`config.mk`:
```
export PLATFORM = sky130hd
export DESIGN_NAME = demux_rr_n
export DESIGN_NICKNAME = d
export VERILOG_FILES = /design/src/rtl/demux_rr_n.sv
export SDC_FILE = /design/constraint.sdc
export NUM_CORES = 1
export LEC_CHECK = 0
export ABC_CLOCK_PERIOD_IN_PS = 1700
export BUFFER_PORTS_ARGS = -buffer_cell sky130_fd_sc_hd__buf_2
export CAP_MARGIN = 20
export CORE_MARGIN = 1.5
export CORE_UTILIZATION = 30
export DETAILED_ROUTE_END_ITERATION = 12
export PLACE_DENSITY = 0.62
export SKIP_LAST_GASP = 1
export SYNTH_ARGS = -nofsm -noshare
export SYNTH_HDL_FRONTEND = slang
export SYNTH_SLANG_ARGS = --single-unit
```
`constraint.sdc`:
```
create_clock -name clk -period 1.7 [get_ports clk]
set_input_delay 0.17 -clock clk [delete_from_list [all_inputs] [get_ports clk]]
set_output_delay 0.17 -clock clk [all_outputs]
set_load 0.005 [all_outputs]
```
`src/rtl/demux_rr_n.sv`:
```
// 1-to-NCH registered demultiplexer with one output slot per channel.
// Routes by sel_in (MODE=0) or by an internal round-robin pointer (MODE=1).
module demux_rr_n #(
  parameter int WIDTH = 8,
  parameter int NCH   = 4,
  parameter int SELW  = 2,
  parameter int MODE  = 0
) (
  input  logic                   clk,
  input  logic                   reset,
  input  logic [WIDTH-1:0]       data_in,
  input  logic                   valid_in,
  output logic                   ready_in,
  input  logic [SELW-1:0]        sel_in,
  output logic [NCH*WIDTH-1:0]   data_out,
  output logic [NCH-1:0]         valid_out,
  input  logic [NCH-1:0]         ready_out,
  output logic [SELW-1:0]        rr_ptr,
  output logic                   sel_err
);

  // Handshake: a word moves on any rising edge where valid and ready are both 1;
  // valid never waits on ready, and ready_in may depend combinationally on ready_out.

  localparam logic [SELW:0]   NCH_W    = (SELW+1)'(NCH);
  localparam logic [SELW-1:0] PTR_LAST = SELW'(NCH - 1);

  logic [SELW-1:0]     target;
  logic                in_range;
  logic [2**SELW-1:0]  free_pad;
  logic                accept;
  logic [NCH-1:0]      load;

  always_comb begin
    target   = (MODE == 1) ? rr_ptr : sel_in;
    in_range = ({1'b0, target} < NCH_W);
    // Out-of-range selects land on padding that is always free, so they are consumed.
    free_pad = '1;
    free_pad[NCH-1:0] = ~valid_out | ready_out;
    ready_in = !reset && (!in_range || free_pad[target]);
    accept   = valid_in && ready_in;
    load     = '0;
    for (int k = 0; k < NCH; k++) begin
      load[k] = accept && in_range && (target == SELW'(k));
    end
  end

  always_ff @(posedge clk) begin
    if (reset) begin
      data_out  <= '0;
      valid_out <= '0;
      rr_ptr    <= '0;
      sel_err   <= 1'b0;
    end else begin
      for (int k = 0; k < NCH; k++) begin
        if (load[k]) begin
          data_out[k*WIDTH +: WIDTH] <= data_in;
          valid_out[k]               <= 1'b1;
        end else if (ready_out[k]) begin
          valid_out[k] <= 1'b0;
        end
      end
      if (accept && !in_range) begin
        sel_err <= 1'b1;
      end
      // The pointer is the round-robin FSM state: it only moves on an accepted word.
      if (MODE == 1 && accept) begin
        rr_ptr <= (rr_ptr == PTR_LAST) ? '0 : rr_ptr + 1'b1;
      end
    end
  end

endmodule

```
Word-level counts from Yosys, hierarchy flattened
Cells that the tools add are included.
{"block": "word_totals", "mem_bits_rw": 0, "rom_bits": 0, "latch_bits": 0, "regBits": 36, "output_inout_bits": 40, "n_memories": 0, "inputBits": 17}
{"block": "op_classes", "n_addsub": 0, "eq_ne": 3, "div_mod_pow": 0, "n_shift": 0, "bitwise_logic": 2, "reduce_logical": 12, "order_cmp": 1, "multipliers": 0, "muxes": 10}
{"cell": "2-to-1 mux 1 bit", "n": 9}
{"cell": "nonzero test 2 bit", "n": 4}
{"cell": "logical AND 1 bit", "n": 6}
{"cell": "== test 2 bit, second input constant", "n": 2}
{"cell": "NOT 4 bit", "n": 1}
{"cell": "bitwise OR 4 bit", "n": 1}
{"cell": "< comparator 2 x 3 -> 1 bit, second input constant", "n": 1}
{"cell": "binary-select mux 1 bit (select 2 bit)", "n": 1}
{"cell": "== test 2 x 1 -> 1 bit, second input constant", "n": 1}
{"cell": "logical NOT 2 bit", "n": 1}
{"cell": "logical NOT 1 bit", "n": 1}

Longest topological paths before layout
{"block": "depth", "depth_word": 8, "depth_mapped": 6, "ltp_nobuf": 3}

Least setup slack after synthesis
No wires, ideal clock.
{"block": "synth_timing", "kind": "register -> output", "startpoint": "reg valid_out[2]", "endpoint": "out ready_in", "arrival_time_ns": 1.212, "n_path_buf": 1, "path_stages_with_launch": 5, "required_ns": 1.530, "path_slack_ns": 0.318, "path_cell_list": "dfxtp_1 nor2b_1 clkbuf_1 mux4_2 nor2_1"}
{"block": "synth_via", "elab_chain_cells": 5}
{"element": "start: declaration", "line_no": "16", "source": "output logic [NCH-1:0] valid_out,"}
{"element": "start signal: assignment", "line_no": "51", "source": "valid_out <= '0;"}
{"element": "start signal: indexed assignment", "line_no": "58", "source": "valid_out[k] <= 1'b1;"}
{"element": "start signal: indexed assignment", "line_no": "60", "source": "valid_out[k] <= 1'b0;"}
{"element": "NOT 4 bit", "line_no": "39", "source": "free_pad[NCH-1:0] = ~valid_out | ready_out;"}
{"element": "bitwise OR 4 bit", "line_no": "39"}
{"element": "binary-select mux 1 bit (select 2 bit)", "line_no": "40", "source": "ready_in = !reset && (!in_range || free_pad[target]);"}
{"element": "2-to-1 mux 1 bit (not written as such)", "line_no": "40"}
{"element": "logical AND 1 bit", "line_no": "40"}
{"element": "end: declaration", "line_no": "13", "source": "output logic ready_in,"}
No other way between the ends. The select of a mux whose other input is x is not followed.

Final worst setup path
{"block": "layout_timing", "startpoint": "reg valid_out[3]", "endpoint": "out ready_in"}
Same word-level chain as after synthesis.

==> flow_summary_export.csv <==
group,metric,value,unit
setup_path,regToRegStartpoint,"valid_out[0]",
global_route,track_usage,16.7,%
setup_path,start_kind,"flop",
setup_path,r2r_cells,4,
global_route,grt_use_met2,25.1,%
cts,clockRootBuffer,"clkbuf_8",
die,fp.dieH,76.4,µm
finish,layout.nets,238,
synth,synth_cells,171,
pwr,power_density,838,nW/µm²
worst_hold_path,hold_path_depth,3,
cts,cts_hold_buffers,0,
synth,ys_ff_latch,36,
global_route,grt_pass1_wl,7.74,mm
drt,vias_per_cell,5.21,
sta,period_needed,1.66,ns
sta,hold_violations,0,
global_route,grt_pass1_vias,1455,
sta,worst_slack,0.0449,ns
synth,ys_warn_count,0,
pwr,leakagePower,0.841,nW
sta,slew_headroom,64.8,%
drt,wirelength,4.82,mm
placement,dp_hpwl,3.33,mm
synth,synth_cell_types,28,
setup_path,ff2ff_setup_slack,0.48,ns
cts,cts_buffer_depth,2,
global_route,grt.met3_usage,4.91,%
drt,dr.pass1.iters,4,
sta,fmax,604,MHz
drt,postRouteAntennaNets,0,
finish,seq_area,721,µm²
die,die_width,76.4,µm
setup_path,r2r-end,"data_out[0]",
setup_path,crit_required,1.53,ns
setup_path,path_class,"flop to output port",
setup_path,path_max_fanout,3,
sta,fin_crit_sh,97.4,%
finish,fin_area,2040,µm²
sta,setup_tns,0,ns
sta,clock_skew,0.00768,ns
drt,drc,0,
worst_hold_path,hold_path_end,"data_out[29]",
run_status,status,"finished, final reports clean",
sta,whs,0.153,ns
die,core,5140,µm²
die,rows,26,
cts,postCtsSetupBuffers,0,
pwr,vdd_drop_max,0.347,mV
finish,diodes,0,
finish,drive_above_1_share,37.4,%
cts,h-tree-depth,2,
cts,cts.sinks,36,
sta,setup_viol,0,
drt,wl_per_cell,16.5,µm
sta,grt_setup_unrepaired,"no",
drt,drt_iter0_markers,96,
synth,seq_area_frac_synth,44.6,%
synth,syn_avg_cell_area,9.45,µm²
setup_path,crit_path_end_kind,"output port",
global_route,grt_max_degree,35,
setup_path,crit_start,"valid_out[3]",
setup_path,cp.arrival,1.49,ns
cts,clock_latency,0.30,ns
global_route,overflow,0,
cts,cts_tree,"done",
global_route,antenna_found_initial,0,
die,design.die.area,5840,µm²
cts,clk_pin_slew,0.08,ns
finish,fill_cells,576,
sta,drv_slew,0,
drt,via_count,1520,
die,start_util,31.5,%
finish,multi_input_comb_area,763,µm²
placement,post-place-ws,0.132,ns
cts,numCtsBuffers,5,
placement,gp_congestion,0.765,
worst_hold_path,min_from,"data_in[5]",
sta,tightest_slew,0.527,ns
finish,final_common_cell,"buf_2",
finish,final_cell_mix,"buf_2, dfxtp_1, a21oi_1",
finish,final_util,39.8,%
global_route,busiest_layer,"met2",
worst_hold_path,holdCritPathClass,"input pin to flop",
finish,area_growth,26.4,%
die,io-pin-count,57,
synth,netlist_area,1620,µm²
placement,placed_area,1940,µm²
global_route,grt_util_met1,22.7,%
placement,io_buffers,53,
job,drv_cap,0,
-- metal layers --
| layer | share of wire (%) | up-vias |
|---|---|---|
| met1 | 47 | 715 |
| met4 | 0.79 | 0 |
| met3 | 6.6 | 4 |
| met5 | 0 | - |
| li1 | - | 742 |
| met2 | 46 | 59 |
-- state kept, by name, indices dropped and copies added, names as in the netlist --
name,count
valid_out,4
data_out,32
-- timing repair --
| item | CTS | global route |
|---|---|---|
| endpoints found under the setup margin | 1 | 1 |
| pin swaps | 0 | 0 |
| gates resized for setup | 2 | 1 |
-- worst max-delay path, stage by stage (launching register included) --
cell     delay (ns)
dfxtp_1        0.33
nor2b_1        0.17
mux4_2         0.47
nor2_2         0.10
buf_2          0.12
-- stage by stage --
| stage | power, W | cells |
|---|---|---|
| 2_1_floorplan | 0.00100 | 173 |
| 3_3_place_gp | 0.00108 | 284 |
| 3_5_place_dp | 0.00108 | 284 |
| 4_1_cts | 0.00173 | 292 |
| 5_1_grt | 0.00179 | 292 |
| 6_report | 0.00171 | 292 |
-- where the power goes --
part | internal (W) | switching [W]
registers | 0.000867 | 0.0000130
logic | 0.0000661 | 0.000115
clock network | 0.000329 | 0.000323
-- synthesized netlist by cell type, drive strengths merged --
| cell type | number | area share, % |
|---|---|---|
| a21oi | 20 | 6.2 |
| and3b | 1 | 0.54 |
| buf | 12 | 4.6 |
| clkbuf | 10 | 2.3 |
| conb | 1 | 0.23 |
| dfxtp | 36 | 45 |
| inv | 10 | 2.3 |
| mux4 | 1 | 1.4 |
| nand2b | 4 | 1.5 |
| nand3 | 2 | 1.4 |
| nand3b | 1 | 0.46 |
| nand4 | 16 | 6.2 |
| nor2 | 3 | 0.70 |
| nor2b | 4 | 1.5 |
| nor3b | 1 | 0.77 |
| o21ai | 16 | 5.4 |
| o311ai | 16 | 11 |
| o31ai | 16 | 8.4 |
| or3b | 1 | 0.54 |
-- worst max path at each step --
| stage | slack (ns) | endpoint |
|---|---|---|
| 3_5_place_dp | 0.13 | data_out[21] |
| 5_1_grt | 0.007 | ready_in |
| 4_1_cts | 0.03 | ready_in |
| 2_1_floorplan | 0.32 | ready_in |
| 6_report | 0.04 | ready_in |
| 3_3_place_gp | 0.17 | data_out[20] |
-- logic make-up after synthesis --
family / after synthesis / synth area share, %
flip-flops: 36 / 44.6
multiplexers: 1 / 1.39
AND/OR/NAND/NOR: 33 / 13.7
other: 1 / 0.232
buffers and inverters: 32 / 9.29
AO/OA/AOI/OAI: 68 / 30.8
-- cell type report --
| cell class | instances | share of cell area, % |
|---|---|---|
| clock buffer | 7 | 4.23 |
| clock inverter | 1 | 0.367 |
| inverter | 10 | 1.84 |
| multi-input combinational | 105 | 37.4 |
| sequential | 36 | 35.3 |
| tap | 70 | 4.29 |
| timing repair buffer | 63 | 16.7 |
No activity file was read; power rests on OpenSTA's default activity.
